--- src/rtl/axis_width_downsizer.sv ---
// axis_width_downsizer
// AXI-Stream width down-converter. It accepts one wide beat on s_axis and
// emits RATIO narrow beats on m_axis, least-significant slice first. TLAST is
// raised only on the final slice of a beat that carried TLAST. pkt_count
// counts packets completed on m_axis and wraps.
module axis_width_downsizer #(
  parameter int OUT_WIDTH = 32,
  parameter int RATIO     = 2,
  parameter int CNT_WIDTH = 32
) (
  input  logic                         ACLK,
  input  logic                         ARESET,
  input  logic                         s_axis_tvalid,
  output logic                         s_axis_tready,
  input  logic [OUT_WIDTH*RATIO-1:0]   s_axis_tdata,
  input  logic                         s_axis_tlast,
  output logic                         m_axis_tvalid,
  input  logic                         m_axis_tready,
  output logic [OUT_WIDTH-1:0]         m_axis_tdata,
  output logic                         m_axis_tlast,
  output logic [CNT_WIDTH-1:0]         pkt_count
);

  localparam int IN_WIDTH = OUT_WIDTH * RATIO;
  localparam int IDX_W    = (RATIO > 2) ? $clog2(RATIO) : 1;
  localparam logic [IDX_W-1:0] LAST_IDX = IDX_W'(RATIO - 1);

  if (RATIO < 2) begin : g_ratio_check
    $error("axis_width_downsizer: RATIO must be at least 2");
  end
  if ((OUT_WIDTH % 8) != 0) begin : g_width_check
    $error("axis_width_downsizer: OUT_WIDTH must be a multiple of 8");
  end

  logic [IN_WIDTH-1:0]  buf_data_q,  buf_data_d;
  logic                 buf_last_q,  buf_last_d;
  logic                 buf_valid_q, buf_valid_d;
  logic [IDX_W-1:0]     idx_q,       idx_d;
  logic [CNT_WIDTH-1:0] pkt_count_q, pkt_count_d;
  logic                 at_last_s;
  logic                 s_hs_s;
  logic                 m_hs_s;

  // Output view of the buffer; s_axis_tready looks through m_axis_tready so
  // the final slice and the next wide beat can swap in the same cycle.
  always_comb begin
    at_last_s     = (idx_q == LAST_IDX);
    m_axis_tvalid = buf_valid_q;
    m_axis_tdata  = buf_data_q[idx_q*OUT_WIDTH +: OUT_WIDTH];
    m_axis_tlast  = buf_valid_q & buf_last_q & at_last_s;
    s_axis_tready = ~buf_valid_q | (m_axis_tready & at_last_s);
    pkt_count     = pkt_count_q;
    s_hs_s        = s_axis_tvalid & s_axis_tready;
    m_hs_s        = m_axis_tvalid & m_axis_tready;
  end

  // Next-state: advance the slice index on each output handshake, reload the
  // buffer on each input handshake, count packets on the final TLAST slice.
  always_comb begin
    buf_data_d  = buf_data_q;
    buf_last_d  = buf_last_q;
    buf_valid_d = buf_valid_q;
    idx_d       = idx_q;
    pkt_count_d = pkt_count_q;

    if (m_hs_s) begin
      if (at_last_s) begin
        idx_d       = '0;
        buf_valid_d = 1'b0;
      end else begin
        idx_d       = idx_q + IDX_W'(1);
        buf_valid_d = buf_valid_q;
      end
    end else begin
      idx_d       = idx_q;
      buf_valid_d = buf_valid_q;
    end

    if (s_hs_s) begin
      buf_data_d  = s_axis_tdata;
      buf_last_d  = s_axis_tlast;
      buf_valid_d = 1'b1;
    end else begin
      buf_data_d  = buf_data_q;
      buf_last_d  = buf_last_q;
    end

    if (m_hs_s && m_axis_tlast) begin
      pkt_count_d = pkt_count_q + CNT_WIDTH'(1);
    end else begin
      pkt_count_d = pkt_count_q;
    end
  end

  // State registers; reset drops any buffered beat and unsent slices.
  always_ff @(posedge ACLK or posedge ARESET) begin
    if (ARESET) begin
      buf_data_q  <= '0;
      buf_last_q  <= 1'b0;
      buf_valid_q <= 1'b0;
      idx_q       <= '0;
      pkt_count_q <= '0;
    end else begin
      buf_data_q  <= buf_data_d;
      buf_last_q  <= buf_last_d;
      buf_valid_q <= buf_valid_d;
      idx_q       <= idx_d;
      pkt_count_q <= pkt_count_d;
    end
  end

endmodule
--- config.mk ---
export PLATFORM = sky130hd
export DESIGN_NAME = axis_width_downsizer
export DESIGN_NICKNAME = d
export VERILOG_FILES = /design/src/rtl/axis_width_downsizer.sv
export SDC_FILE = /design/constraint.sdc
export NUM_CORES = 1
export LEC_CHECK = 0
export CORE_MARGIN = 2
export CORE_UTILIZATION = 35
export CTS_BUF_LIST = sky130_fd_sc_hd__clkbuf_16
export CTS_CLUSTER_DIAMETER = 40
export CTS_CLUSTER_SIZE = 25
export DETAILED_ROUTE_END_ITERATION = 8
export SLEW_MARGIN = 10
export SYNTH_ARGS = -nofsm -noshare
export SYNTH_HDL_FRONTEND = slang
export SYNTH_SLANG_ARGS = --single-unit
--- constraint.sdc ---
create_clock -name ACLK -period 6.8 [get_ports ACLK]
set_input_delay 0.68 -clock ACLK [delete_from_list [all_inputs] [get_ports ACLK]]
set_output_delay 0.68 -clock ACLK [all_outputs]
set_load 0.05 [all_outputs]
After elaboration in Yosys (flattened, before gate mapping)
Index checks and enable logic that the tools add are counted.
{"block": "classes", "addsub": 2, "n_shift": 1, "n_bitwise": 7, "mux": 4, "reduce_logical": 4}
{"operator": "$shiftx A64 B7 Y32", "n": 1}
{"operator": "$add A32 B1 Y32 const B", "n": 1}
{"operator": "$and A1 B1 Y1", "n": 5}
{"operator": "$mux W1", "n": 4}
{"operator": "$reduce_bool A2 Y1", "n": 2}
{"operator": "$reduce_and A2 Y1", "n": 1}
{"operator": "$add A1 B1 Y1 const B", "n": 1}
{"operator": "$logic_and A1 B1 Y1", "n": 1}
{"operator": "$not A1 Y1", "n": 1}
{"operator": "$or A1 B1 Y1", "n": 1}
{"block": "word_totals", "word_cells": 23, "ff_bits": 99}

Depth between registers and ports, before layout
{"block": "depth", "depth_word": 5, "mapped_depth": 7}

Worst setup path before layout
OpenSTA, ideal clock, no wires.
{"block": "synth_timing", "path_type": "reg-to-reg", "startpoint": "register buf_valid_q, in the netlist m_axis_tvalid", "endpoint": "register buf_data_q[0]", "arrival_time_ps": 2083, "slack_ps": 4592, "period_less_slack_ps": 2208, "required_time_ps": 6675, "path_stages_with_launch": 6, "cell_sequence": "dfrtp_1 nand2_1 nand2_1 buf_2 buf_2 mux2_2"}
{"block": "synth_via", "elab_chain_cells": 3}
{"element": "from (decl)", "line_no": "37", "source": "logic buf_valid_q, buf_valid_d;"}
{"element": "from (signal assigned)", "line_no": "106", "source": "buf_valid_q <= buf_valid_d;"}
{"element": "$not A1 Y1", "line_no": "51", "source": "s_axis_tready = ~buf_valid_q | (m_axis_tready & at_last_s);"}
{"element": "$or A1 B1 Y1", "line_no": "51"}
{"element": "via s_axis_tready", "line_no": "14", "source": "output logic s_axis_tready,"}
{"element": "$and A1 B1 Y1", "line_no": "53", "source": "s_hs_s = s_axis_tvalid & s_axis_tready;"}
{"element": "to (signal assigned)", "line_no": "104", "source": "buf_data_q <= buf_data_d;"}
{"element": "to (decl)", "line_no": "35", "source": "logic [IN_WIDTH-1:0] buf_data_q, buf_data_d;"}
The timed path passes the listed nets, and every way through them passes these cells.
A chain may end at the register's enable or synchronous reset.

Final worst setup path
{"block": "layout_timing", "startpoint": "register idx_q, in the netlist at_last_s", "endpoint": "output port m_axis_tdata[23]"}
{"block": "layout_via", "elab_chain_cells": 1}
{"element": "from (decl)", "line_no": "38", "source": "logic [IDX_W-1:0] idx_q, idx_d;"}
{"element": "from (signal assigned)", "line_no": "107", "source": "idx_q <= idx_d;"}
{"element": "$shiftx A64 B7 Y32", "line_no": "49", "source": "m_axis_tdata = buf_data_q[idx_q*OUT_WIDTH +: OUT_WIDTH];"}
{"element": "to (decl)", "line_no": "19", "source": "output logic [OUT_WIDTH-1:0] m_axis_tdata,"}
Every way passes these cells.

==> run summary <==
status - complete, no violations
total CTS buffers - 9
PwrDens - 467 nW/um^2
most common cell after layout, fill and taps aside - clkdlybuf4s50_1
DR iter-0 viols - 118
initial antenna violation count - 0
Levels on crit path - 3
commonest non-fill, non-tap cells in the layout - clkdlybuf4s50_1, dfrtp_1, mux2_2
Buffers on Ports - 135
Avg Cell Area, Syn - 14.0 sq um
drt pass-1 iters - 4
Avg WL per Cell - 15.1 um
first-pass GRT wire length - 15400 um
clk buf depth - 2
final setup vio count - 0
Slew @ Worst Pin - 834 ps
LEAKAGE - 2.68 nW
busiest layer in global routing - met2
Final GP Congestion - 0.720
Critical Path End - m_axis_tdata[23]
FF-to-FF Start - at_last_s$_DFFE_PP0P_
Hold WC Path Type - reg2reg
ANT nets after route - 0
VDD IR-drop max - 0.274 mV
setup tns final - 0 ps
Worst Setup End Kind - output pin
FP Rows - 40
DP HPWL - 6630 um
Core Area - 12100 sq um
die width - 116 um
Syn Inst Count - 313
Min Clock Period, post-route - 2960 ps
DRC Markers - 0
largest net degree at the start of global routing - 66
fmax - 0.337 GHz
GR Overflow Total - 0
Resized Gates After CTS - 0
Yosys cell types - 25
WL final - 9430 um
# Max-Cap Violations - 0
YS warnings - 0
r2r endpoint - pkt_count[21]$_DFFE_PP0P_
Final Hold Fails - 0
Crit. Startpoint - at_last_s$_DFFE_PP0P_
fin crit share - 0.436
layout cells sized above 1 - 0.268
CP Max Fanout - 37
area grow syn2layout - 41.3%
hold_ws - 482 ps
Skew-Pair Late Insertion Delay - 340 ps
vias in the first global route - 3054
met1 usage - 0.186
via count - 2899
Initial Utilization - 0.361
critical path launch point type - register
CTS H-tree depth - 3
root buffer cell - clkbuf_16
Worst Clk Skew - 10.4 ps
DIE HEIGHT - 116 um
met2 Usage GRT - 0.216
CP max stage cell - clkdlybuf4s50_1
Worst EP required - 6120 ps
io pins - 136
GR Layer Usage met3 - 0.0847
CTS sink cnt - 99
Worst-path clk slew - 60 ps
crit-path cells - buf_4, mux2_2, clkdlybuf4s50_1
unrepaired setup endpoints after global routing - false
CTS tree - yes
full die area - 13400 sq um
Total GRT Usage - 0.149
Synth Register Bits - 99
cts hold-fix bufs - 0
Syn Nets - 383
Worst Path Buf+Inv - 2
Worst slew margin - 0.444
CP arrival - 2280 ps
Pins Over Slew Limit - 0
Seq/Total Area, Yosys - 0.567
number of setup buffers added after CTS - 0
Layout Nets - 521
Ant. Diodes - 0
critical path class - reg2out
Vias/cell - 4.65
Reg2Reg Depth - 6
cell area after synthesis - 4370 sq um
flop2flop setup slack - 4570 ps
Crit path max-delay family - buffers and inverters
critical path's largest stage delay - 740 ps
-- cell usage after synthesis, drive strengths merged --
library cell	instances	area (sq um)
xnor2	15	131
nor3	5	35.0
inv	2	7.51
xor2	17	149
nor2	8	30.0
and2	2	12.5
nand2	21	78.8
nor3b	1	18.8
mux2	97	1090
buf	8	46.3
and3	8	50.1
clkbuf	3	11.3
dfrtp	99	2480
or2	1	6.26
nor4	1	21.3
nand3	7	35.0
and4	6	58.8
nand4	10	92.6
nand2b	1	6.26
ha	1	12.5
-- state kept, by name, summed over array words and instances (netlist names) --
name and flops:
buf_data_q 64, at_last_s 1, buf_last_q 1, pkt_count 32
m_axis_tvalid 1
-- power by group --
group          internal (mW)  switching (mW)  leakage [nW]  total (mW)
sequential             0.801           0.106          1.22       0.907
combinational          0.624           0.869          1.31        1.49
clock                  0.277           0.208         0.143       0.486
-- area by class of cell --
class / instances / area, sq um
Timing Repair Buffer: 138 / 1370
Clock inverter: 6 / 50.0
Clock buffer: 9 / 225
Inverter: 2 / 10.0
Multi-Input combinational cell: 201 / 1830
Fill cell: 1109 / 5930
Tap cell: 168 / 210
Sequential cell: 99 / 2480
-- per-layer routing --
| layer | part of all wire | wire (um) |
|---|---|---|
| met5 | 0 | 0 |
| met4 | 0.013 | 119 |
| met3 | 0.12 | 1110 |
| met2 | 0.45 | 4230 |
| met1 | 0.42 | 3970 |
-- stage by stage --
stage,utilization,std cells,setup WS (ps),total power [mW],cell area [sq um]
3_3_place_gp,0.488,608,3890,2.40,5900
4_1_cts,0.510,623,3820,2.93,6180
3_5_place_dp,0.488,608,3870,2.42,5900
6_report,0.510,623,3840,2.89,6180
2_1_floorplan,-,313,3530,1.97,4370
5_1_grt,0.510,623,3740,3.04,6180
-- cells by family after synthesis --
| family | Yosys count | share of synthesized area |
|---|---|---|
| multiplexers | 97 | 0.250 |
| buffers and inverters | 13 | 0.0149 |
| AND/OR/NAND/NOR | 71 | 0.102 |
| XOR/XNOR | 32 | 0.0641 |
| flip-flops | 99 | 0.567 |
| adder cells (fa/ha/maj) | 1 | 0.00286 |
-- worst min-delay path by stage --
stage                               startpoint                    endpoint  slack [ps]  cells past startpoint
detailed placement   pkt_count[30]$_DFFE_PP0P_   pkt_count[30]$_DFFE_PP0P_         480                      1
global route         pkt_count[31]$_DFFE_PP0P_   pkt_count[31]$_DFFE_PP0P_         500                      1
CTS                  pkt_count[31]$_DFFE_PP0P_   pkt_count[31]$_DFFE_PP0P_         490                      1
finish               pkt_count[31]$_DFFE_PP0P_   pkt_count[31]$_DFFE_PP0P_         480                      1
floorplan           buf_data_q[58]$_DFFE_PP0P_  buf_data_q[58]$_DFFE_PP0P_         470                      1
global placement     pkt_count[31]$_DFFE_PP0P_   pkt_count[31]$_DFFE_PP0P_         470                      1
(Power assumes the default switching activity.)
